==> src/rtl/servo_ramp_pkg.sv <==
// Shared register map, widths and helpers for the wb_servo_ramp servo controller.
package servo_ramp_pkg;

    localparam int W_US   = 12;
    localparam int W_STEP = 8;
    localparam int N_CH   = 8;

    localparam logic [4:0] REG_TARGET0  = 5'd0;
    localparam logic [4:0] REG_STEP     = 5'd8;
    localparam logic [4:0] REG_ENABLE   = 5'd9;
    localparam logic [4:0] REG_STATUS   = 5'd10;
    localparam logic [4:0] REG_CURRENT0 = 5'd16;

    // Limit a written pulse width to the mechanically safe servo range.
    function automatic logic [W_US-1:0] clamp_us(input logic [15:0] v, input int lo, input int hi);
        logic [W_US-1:0] r;
        if (v < 16'(lo))
            r = W_US'(lo);
        else if (v > 16'(hi))
            r = W_US'(hi);
        else
            r = v[W_US-1:0];
        return r;
    endfunction

endpackage

==> src/rtl/servo_ramp_channel.sv <==
// One servo channel: clamped target register, per-frame saturating slew of the
// current width, and the registered PWM compare against the frame counter.
module servo_ramp_channel
    import servo_ramp_pkg::*;
#(
    parameter int CNT_W     = 15,
    parameter int min_us    = 500,
    parameter int max_us    = 2500,
    parameter int center_us = 1500
) (
    input  logic              clk,
    input  logic              reset,
    input  logic              wr_en,
    input  logic [1:0]        wr_sel,
    input  logic [15:0]       wr_data,
    input  logic              frame_start,
    input  logic [W_STEP-1:0] step,
    input  logic              en,
    input  logic [CNT_W-1:0]  us_cnt,
    output logic [W_US-1:0]   target,
    output logic [W_US-1:0]   current,
    output logic              busy,
    output logic              servo
);

    logic [15:0]   wr_merged;
    logic [W_US:0] cur_x;
    logic [W_US:0] tgt_x;
    logic [W_US:0] stp_x;
    logic [W_US:0] diff;
    logic [W_US-1:0] current_nxt;

    assign wr_merged = {wr_sel[1] ? wr_data[15:8] : 8'(target[W_US-1:8]),
                        wr_sel[0] ? wr_data[7:0]  : target[7:0]};

    assign cur_x = {1'b0, current};
    assign tgt_x = {1'b0, target};
    assign stp_x = (W_US+1)'(step);

    // Compare the remaining distance with the step so the result never overshoots.
    always_comb begin
        current_nxt = current;
        diff        = '0;
        if (step == '0) begin
            current_nxt = target;
        end else if (current < target) begin
            diff        = tgt_x - cur_x;
            current_nxt = (diff <= stp_x) ? target : W_US'(cur_x + stp_x);
        end else if (current > target) begin
            diff        = cur_x - tgt_x;
            current_nxt = (diff <= stp_x) ? target : W_US'(cur_x - stp_x);
        end
    end

    always_ff @(posedge clk or posedge reset) begin
        if (reset) begin
            target  <= W_US'(center_us);
            current <= W_US'(center_us);
            servo   <= 1'b0;
        end else begin
            if (wr_en)
                target <= clamp_us(wr_merged, min_us, max_us);
            if (frame_start)
                current <= current_nxt;
            servo <= en & (32'(us_cnt) < 32'(current));
        end
    end

    assign busy = (current != target);

endmodule

==> src/rtl/wb_servo_ramp.sv <==
// Wishbone eight-channel servo PWM with per-frame slew limiting.
// Define WB_SERVO_RAMP_IRQ_EN to build the settle interrupt (intr, STATUS bit 8).
module wb_servo_ramp
    import servo_ramp_pkg::*;
#(
    parameter int clk_freq  = 100000000,
    parameter int frame_us  = 20000,
    parameter int min_us    = 500,
    parameter int max_us    = 2500,
    parameter int center_us = 1500
) (
    input  logic        clk,
    input  logic        reset,
    input  logic [31:0] wb_adr_i,
    input  logic [31:0] wb_dat_i,
    output logic [31:0] wb_dat_o,
    input  logic [3:0]  wb_sel_i,
    input  logic        wb_stb_i,
    input  logic        wb_cyc_i,
    input  logic        wb_we_i,
    output logic        wb_ack_o,
    output logic        intr,
    output logic [7:0]  servo
);

    localparam int DIV   = clk_freq / 1000000;
    localparam int PRE_W = (DIV > 1) ? $clog2(DIV) : 1;
    localparam int CNT_W = (frame_us > 1) ? $clog2(frame_us) : 1;

    logic [PRE_W-1:0]  pre;
    logic [CNT_W-1:0]  us_cnt;
    logic              us_tick;
    logic              frame_start;
    logic [4:0]        idx;
    logic              acc;
    logic              wr;
    logic [31:0]       rd_data;
    logic [W_STEP-1:0] step_q;
    logic [N_CH-1:0]   enable_q;
    logic [N_CH-1:0]   busy;
    logic [W_US-1:0]   target_w  [N_CH];
    logic [W_US-1:0]   current_w [N_CH];
    logic              unused_bits;

    assign unused_bits = ^{wb_adr_i[31:7], wb_adr_i[1:0], wb_dat_i[31:16], wb_sel_i[3:2]};

    assign idx         = wb_adr_i[6:2];
    assign acc         = wb_stb_i & wb_cyc_i & ~wb_ack_o;
    assign wr          = acc & wb_we_i;
    assign us_tick     = (pre == PRE_W'(DIV - 1));
    assign frame_start = us_tick & (us_cnt == CNT_W'(frame_us - 1));

    always_ff @(posedge clk or posedge reset) begin
        if (reset) begin
            pre    <= '0;
            us_cnt <= '0;
        end else if (us_tick) begin
            pre    <= '0;
            us_cnt <= (us_cnt == CNT_W'(frame_us - 1)) ? '0 : us_cnt + CNT_W'(1);
        end else begin
            pre <= pre + PRE_W'(1);
        end
    end

    for (genvar g = 0; g < N_CH; g++) begin : g_ch
        servo_ramp_channel #(
            .CNT_W     (CNT_W),
            .min_us    (min_us),
            .max_us    (max_us),
            .center_us (center_us)
        ) u_ch (
            .clk         (clk),
            .reset       (reset),
            .wr_en       (wr && idx[4:3] == REG_TARGET0[4:3] && idx[2:0] == 3'(g) && |wb_sel_i[1:0]),
            .wr_sel      (wb_sel_i[1:0]),
            .wr_data     (wb_dat_i[15:0]),
            .frame_start (frame_start),
            .step        (step_q),
            .en          (enable_q[g]),
            .us_cnt      (us_cnt),
            .target      (target_w[g]),
            .current     (current_w[g]),
            .busy        (busy[g]),
            .servo       (servo[g])
        );
    end

    always_comb begin
        rd_data = '0;
        if (idx[4:3] == REG_TARGET0[4:3]) begin
            rd_data = 32'(target_w[idx[2:0]]);
        end else if (idx[4:3] == REG_CURRENT0[4:3]) begin
            rd_data = 32'(current_w[idx[2:0]]);
        end else begin
            case (idx)
                REG_STEP:   rd_data = 32'(step_q);
                REG_ENABLE: rd_data = 32'(enable_q);
                REG_STATUS: rd_data = {23'b0, intr, busy};
                default:    rd_data = '0;
            endcase
        end
    end

    always_ff @(posedge clk or posedge reset) begin
        if (reset) begin
            wb_ack_o <= 1'b0;
            wb_dat_o <= '0;
            step_q   <= '0;
            enable_q <= '0;
        end else begin
            wb_ack_o <= acc;
            if (acc)
                wb_dat_o <= rd_data;
            if (wr && idx == REG_STEP && wb_sel_i[0])
                step_q <= wb_dat_i[W_STEP-1:0];
            if (wr && idx == REG_ENABLE && wb_sel_i[0])
                enable_q <= wb_dat_i[N_CH-1:0];
        end
    end

`ifdef WB_SERVO_RAMP_IRQ_EN
    logic settled;
    logic slew_d;
    logic irq_clr;

    assign irq_clr = wr && idx == REG_STATUS && wb_sel_i[1] && wb_dat_i[8];

    // Only a slew can complete a settle; target writes that cancel busy never interrupt.
    always_ff @(posedge clk or posedge reset) begin
        if (reset) begin
            settled <= 1'b0;
            slew_d  <= 1'b0;
            intr    <= 1'b0;
        end else begin
            slew_d  <= frame_start;
            settled <= (busy == '0);
            if (slew_d && !settled && busy == '0)
                intr <= 1'b1;
            else if (irq_clr)
                intr <= 1'b0;
        end
    end
`else
    assign intr = 1'b0;
`endif

endmodule
==> config.mk <==
export PLATFORM = sky130hd
export DESIGN_NAME = wb_servo_ramp
export DESIGN_NICKNAME = d
export VERILOG_FILES = /design/src/rtl/servo_ramp_pkg.sv /design/src/rtl/servo_ramp_channel.sv /design/src/rtl/wb_servo_ramp.sv
export SDC_FILE = /design/constraint.sdc
export NUM_CORES = 2
export LEC_CHECK = 0
export ABC_AREA = 1
export CAP_MARGIN = 0
export CORE_MARGIN = 5
export CORE_UTILIZATION = 55
export DETAILED_ROUTE_END_ITERATION = 8
export GPL_TIMING_DRIVEN = 0
export PLACE_DENSITY_LB_ADDON = 0.1
export SYNTH_ARGS = -nofsm -noshare
export SYNTH_HDL_FRONTEND = slang
export SYNTH_SLANG_ARGS = --single-unit
==> constraint.sdc <==
create_clock -name clk -period 10 [get_ports clk]
set_input_delay 3 -clock clk [delete_from_list [all_inputs] [get_ports clk]]
set_output_delay 3 -clock clk [all_outputs]
set_load 0.01 [all_outputs]
==> results.md <==
Die:
- The core region is between 0.07 and 0.08 mm².
- The floorplan row count is about 100.
- From bottom edge to top edge, the die measures 278.2 µm.
- The die is between 200 and 300 µm wide.
- The area enclosed by the die boundary is roughly 0.077 mm².
- Pin placement for this block handled 115 I/O pins.
- The initial core utilization is a little under three fifths.

Timing:
- Across all setup checks in the final design, the least slack found is about 3.8 ns.
- Setup repair after global routing left no endpoint under its margin.
- Timing would allow up to between 150 and 200 MHz.
- Of the available clock period, the critical path in the final layout requires about 60%.
- The number of endpoints with negative hold slack in the final report came to 0.
- The worst hold slack across all endpoints is between 0.4 and 0.5 ns.
- The relative slew slack is -3.264%.
- The routed design could run at a clock period as short as about 6.2 ns.
- For the pin with the worst max-slew slack, the measured transition is approximately 1.5 ns.
- The post-route clock skew is about 0.033 ns.
- The final count of pins violating max slew is 11.
- The total of endpoints with negative setup slack in the final report is 0.

Synthesis:
- Counting flops and latches in the post-synthesis netlist gives approximately 250.
- The number of warnings printed during yosys synthesis is 0.
- The cell area after synthesis is approximately 0.04 mm².
- The share of async-settable or async-resettable flops after synthesis is 100.0%.
- In this run, synthesis inferred 0 flip-flops with an integrated enable.
- After synthesis, the mean cell area works out to between 6 and 7 µm².
- The number of instances in the synthesized netlist is around 6300.
- The sequential-to-total area share from yosys stat is between 10% and 20%.
- The post-synthesis cell type count is a little over 60.
- The leading register cell type out of synthesis is sky130_fd_sc_hd__dfrtp_1.

Clocking:
- Once the clock tree was built, the resizer swapped 0 gates to a different size.
- Buffers inserted to repair hold after CTS numbered 0.
- The clock input transition at the sequential cells of the worst setup and hold paths is 0.07 ns.
- At the later pin of the worst-skew pair, clock insertion delay measures 0.59 ns.
- The clock passes through at most 3 buffers.
- The level count of the clock H-tree is 2.
- The TritonCTS clock tree is yes.
- CTS placed an instance of sky130_fd_sc_hd__clkbuf_16 at the clock tree root.
- The buffer count from post-CTS setup fixing is 0.
- The number of CTS-inserted buffers is 35.
- The clock net sink count is approximately 250.

Finish:
- The layout-stage area growth over the synthesis result is 8.194%.
- After the flow finishes, the layout carries non-filler instances totaling roughly 7400.
- The net count of the finished layout is ~7000.
- The area of the multi-input gates is roughly 0.029 mm².
- The post-route netlist has under 10% of its cells at a drive strength greater than 1.
- Fill cells in the final layout number between 7000 and 8000.
- The sequential cell area is 0.006427 mm².
- The core occupancy in the finished layout is 59.98%.

Global route:
- Global routing used 43.05% of the available tracks.
- The wire length of the first global-routing pass is around 260000 µm.
- The via count of the first global-routing pass is 42217.
- Entering global routing, the biggest net connects about 120 pins.
- The number of antenna violations at the first check in global routing is 6.
- The total overflow left after global routing is 0.

Outcome:
- The flow ran to the end, but the final reports show violations.
- The checks that failed: DRC, capacitance limit, slew limit.

Pwr:
- Summed over all cells, the static leakage comes to between 20 and 25 nW.
- Dividing total power by cell area gives a power density of roughly 93 mW/mm².
- The worst-case vdd ir drop is about 0.13 mV.

Route:
- The final layout contains routed wiring with a total length of 175400 µm.
- In this run, the number of DRC markers left after iteration 0 of detailed routing was roughly 5800.
- Routed signal wires occupy layers up through met5.
- For this block, wires on met1 add up to around 69000 µm.
- The vias after detailed routing is roughly 46000.
- The number of iterations in the first detailed-routing pass is 9.
- The number of DRC violations after detailed routing is 1.
- Dividing the detail-routed via count by the number of cells gives just over 6.
- The routed design uses 22840 µm of met3 wire.
- Dividing the detail-routed wire length by the instance count gives around 24 µm.
- The routed length on met2 is 71490 µm.
- The detail route stage leaves a number of antenna-violating nets equal to 0.

Placement:
- The congestion estimate from routability-driven global placement came to around 1.1.
- At the placement stage, the worst setup path has a slack of ~3.5 ns.
- The detailed placer's ending HPWL is 135000 µm.
- Buffers placed on the I/O ports in this run total between 40 and 50.
- The cell total after placement is around 7300.

Setup path:
- The worst setup path is launched from an input pin.
- Data on the critical path is required at its endpoint by ~10 ns.
- The worst setup path is captured at a flop.
- The critical path goes through clkdlybuf4s50_1, buf_2, o21ai_0, nand2_1, inv_1, buf_1, a31oi_2, o32ai_1.
- Along the worst path, the maximum fanout reaches 10.
- The critical path is of the input pin to flop type.
- For the worst setup path, the data arrival time is about 6.6 ns.
- The maximum cell stage delay along the critical path is roughly 0.96 ns.
- The slowest library cell on the worst path is sky130_fd_sc_hd__buf_1.

Worst hold path:
- In this run the worst hold path is classified as flop to flop.

Job:
- The count of max-cap constraint violations is 1.
## path summary, 6_finish.rpt
kind / from / end / slack (ns) / cells past startpoint
min in group asynchronous: reset / pre[4]$_DFF_PP0_ / 2.81 / 2
worst min-delay path: pre[0]$_DFF_PP0_ / pre[0]$_DFF_PP0_ / 0.46 / 1
max in group asynchronous: reset / g_ch[7].u_ch.current[5]$_DFFE_PP0P_ / 6.15 / 3
worst min register to register: pre[0]$_DFF_PP0_ / pre[0]$_DFF_PP0_ / 0.46 / 1
worst max register to register: step_q[3]$_DFFE_PP0P_ / g_ch[4].u_ch.current[0]$_DFFE_PP0P_ / 4.26 / 11
worst max-delay path: wb_sel_i[1] / g_ch[5].u_ch.target[1]$_DFFE_PP0P_ / 3.84 / 8
## through the flow
| stage | setup TNS (ns) | instance area (µm²) | power (mW) |
|---|---|---|---|
| after global routing | 0 | 42800 | 4.124 |
| after floorplan | 0 | 39640 | 2.035 |
| after CTS | 0 | 42760 | 3.906 |
| final | 0 | 42810 | 3.982 |
| after detailed placement | 0 | 41550 | 2.555 |
| after global placement | -498.33 | 41300 | 2.529 |
## metal layers
metal,vias to the layer above,GRT usage [%]
li1,21038,-
met1,21056,56.00
met2,2921,62.93
met3,691,13.57
met4,11,24.72
met5,-,1.160
## flip-flops by register name, summed over array words and instances, names as in the netlist
signal / count
enable_q: 8
g_ch.u_ch.current: 96
g_ch.u_ch.servo: 8
g_ch.u_ch.target: 96
pre: 7
step_q: 8
us_cnt: 15
wb_ack_o: 1
wb_dat_o: 12
## Yosys cell counts, types with 5 or more instances
library cell                count  area share (%)
sky130_fd_sc_hd__a2111oi_0      7            0.15
sky130_fd_sc_hd__a211oi_1      11            0.21
sky130_fd_sc_hd__a21boi_0       6            0.11
sky130_fd_sc_hd__a21oi_1      503             6.4
sky130_fd_sc_hd__a21oi_2        5            0.11
sky130_fd_sc_hd__a22oi_1       37            0.70
sky130_fd_sc_hd__a31oi_1       18            0.28
sky130_fd_sc_hd__a32oi_1        6            0.13
sky130_fd_sc_hd__a41oi_1        6            0.13
sky130_fd_sc_hd__and2_1         5           0.079
sky130_fd_sc_hd__buf_1         14            0.13
sky130_fd_sc_hd__buf_2         96             1.2
sky130_fd_sc_hd__buf_4         47            0.89
sky130_fd_sc_hd__buf_6          6            0.17
sky130_fd_sc_hd__clkbuf_1      93            0.88
sky130_fd_sc_hd__clkinv_1       9           0.085
sky130_fd_sc_hd__dfrtp_1      139             8.8
sky130_fd_sc_hd__dfstp_2      112             7.4
sky130_fd_sc_hd__fa_1          32             1.6
sky130_fd_sc_hd__ha_1         530              17
sky130_fd_sc_hd__inv_1        775             7.4
sky130_fd_sc_hd__inv_2         49            0.46
sky130_fd_sc_hd__nand2_1     1763              17
sky130_fd_sc_hd__nand2_2       13            0.21
sky130_fd_sc_hd__nand3_1      627             7.9
sky130_fd_sc_hd__nand3_2        5            0.13
sky130_fd_sc_hd__nand3b_1       9            0.17
sky130_fd_sc_hd__nand4_1      183             2.9
sky130_fd_sc_hd__nor2_1       326             3.1
sky130_fd_sc_hd__nor2_2        31            0.49
sky130_fd_sc_hd__nor2_4        15            0.43
sky130_fd_sc_hd__nor3_1        68            0.86
sky130_fd_sc_hd__nor4_1        11            0.17
sky130_fd_sc_hd__o2111ai_1     12            0.27
sky130_fd_sc_hd__o211ai_1      40            0.76
sky130_fd_sc_hd__o21a_1         8            0.15
sky130_fd_sc_hd__o21ai_0      225             2.8
sky130_fd_sc_hd__o21ai_1       25            0.32
sky130_fd_sc_hd__o21bai_1      36            0.68
sky130_fd_sc_hd__o22ai_1       69             1.1
sky130_fd_sc_hd__o311ai_0      13            0.29
sky130_fd_sc_hd__o31ai_1       13            0.25
sky130_fd_sc_hd__or2_2          6           0.095
sky130_fd_sc_hd__xnor2_1       36            0.80
sky130_fd_sc_hd__xor2_1       197             4.4
## placed cells by master, fill, tap and decap left out, types with 15 or more instances in the layout
cell,n
sky130_fd_sc_hd__nor2_1,326
sky130_fd_sc_hd__inv_2,55
sky130_fd_sc_hd__o21ai_0,225
sky130_fd_sc_hd__conb_1,21
sky130_fd_sc_hd__inv_1,768
sky130_fd_sc_hd__nor2_4,15
sky130_fd_sc_hd__nand2_1,1763
sky130_fd_sc_hd__o21ai_1,25
sky130_fd_sc_hd__o211ai_1,40
sky130_fd_sc_hd__a22oi_1,37
sky130_fd_sc_hd__xor2_1,197
sky130_fd_sc_hd__o21bai_1,36
sky130_fd_sc_hd__dfrtp_1,134
sky130_fd_sc_hd__nand3_1,627
sky130_fd_sc_hd__buf_2,97
sky130_fd_sc_hd__clkbuf_1,101
sky130_fd_sc_hd__a21oi_1,503
sky130_fd_sc_hd__nand4_1,183
sky130_fd_sc_hd__o22ai_1,69
sky130_fd_sc_hd__clkbuf_16,36
sky130_fd_sc_hd__ha_1,530
sky130_fd_sc_hd__xnor2_1,36
sky130_fd_sc_hd__fa_1,32
sky130_fd_sc_hd__buf_4,47
sky130_fd_sc_hd__a31oi_1,18
sky130_fd_sc_hd__dfstp_2,112
sky130_fd_sc_hd__nor3_1,68
sky130_fd_sc_hd__clkdlybuf4s50_1,47
sky130_fd_sc_hd__nor2_2,31
## logic make-up (layout without fill, tap and decap cells)
kind of cell | after synthesis | after routing | share of synthesized area [%]
AOI/OAI and AO/OA | 1068 | 1068 | 15.58
xor gates and xnor gates | 233 | 233 | 5.158
adders and majority gates | 562 | 562 | 18.38
buffers and inverters | 1092 | 1215 | 11.23
DFF | 251 | 251 | 16.23
other | 1 | 26 | 0.009478
and+or+nand+nor | 3068 | 3068 | 33.41
## critical path: cells and delay by family
kind            cells  cell delay [ns]
simple gates        1             0.27
compound gates      3             1.00
buf+inv             4             2.31
## area by class of cell
cell class | count | share of cell area (%)
multi-input combinational | 4952 | 67.22
sequential | 251 | 15.02
inverter | 833 | 7.322
buffer | 259 | 3.081
tap | 950 | 2.777
clock buffer | 47 | 2.271
timing repair buffer | 59 | 1.730
clock inverter | 17 | 0.5554
antenna | 5 | 0.02923
## power breakdown
part / leakage (nW) / internal [mW] / switching [mW] / total (mW)
Clock: 0.577 / 0.818 / 0.554 / 1.37
Combinational: 19.0 / 0.434 / 1.04 / 1.47
Sequential: 2.88 / 1.07 / 0.0696 / 1.14
Power figures use the tool's default switching activity.
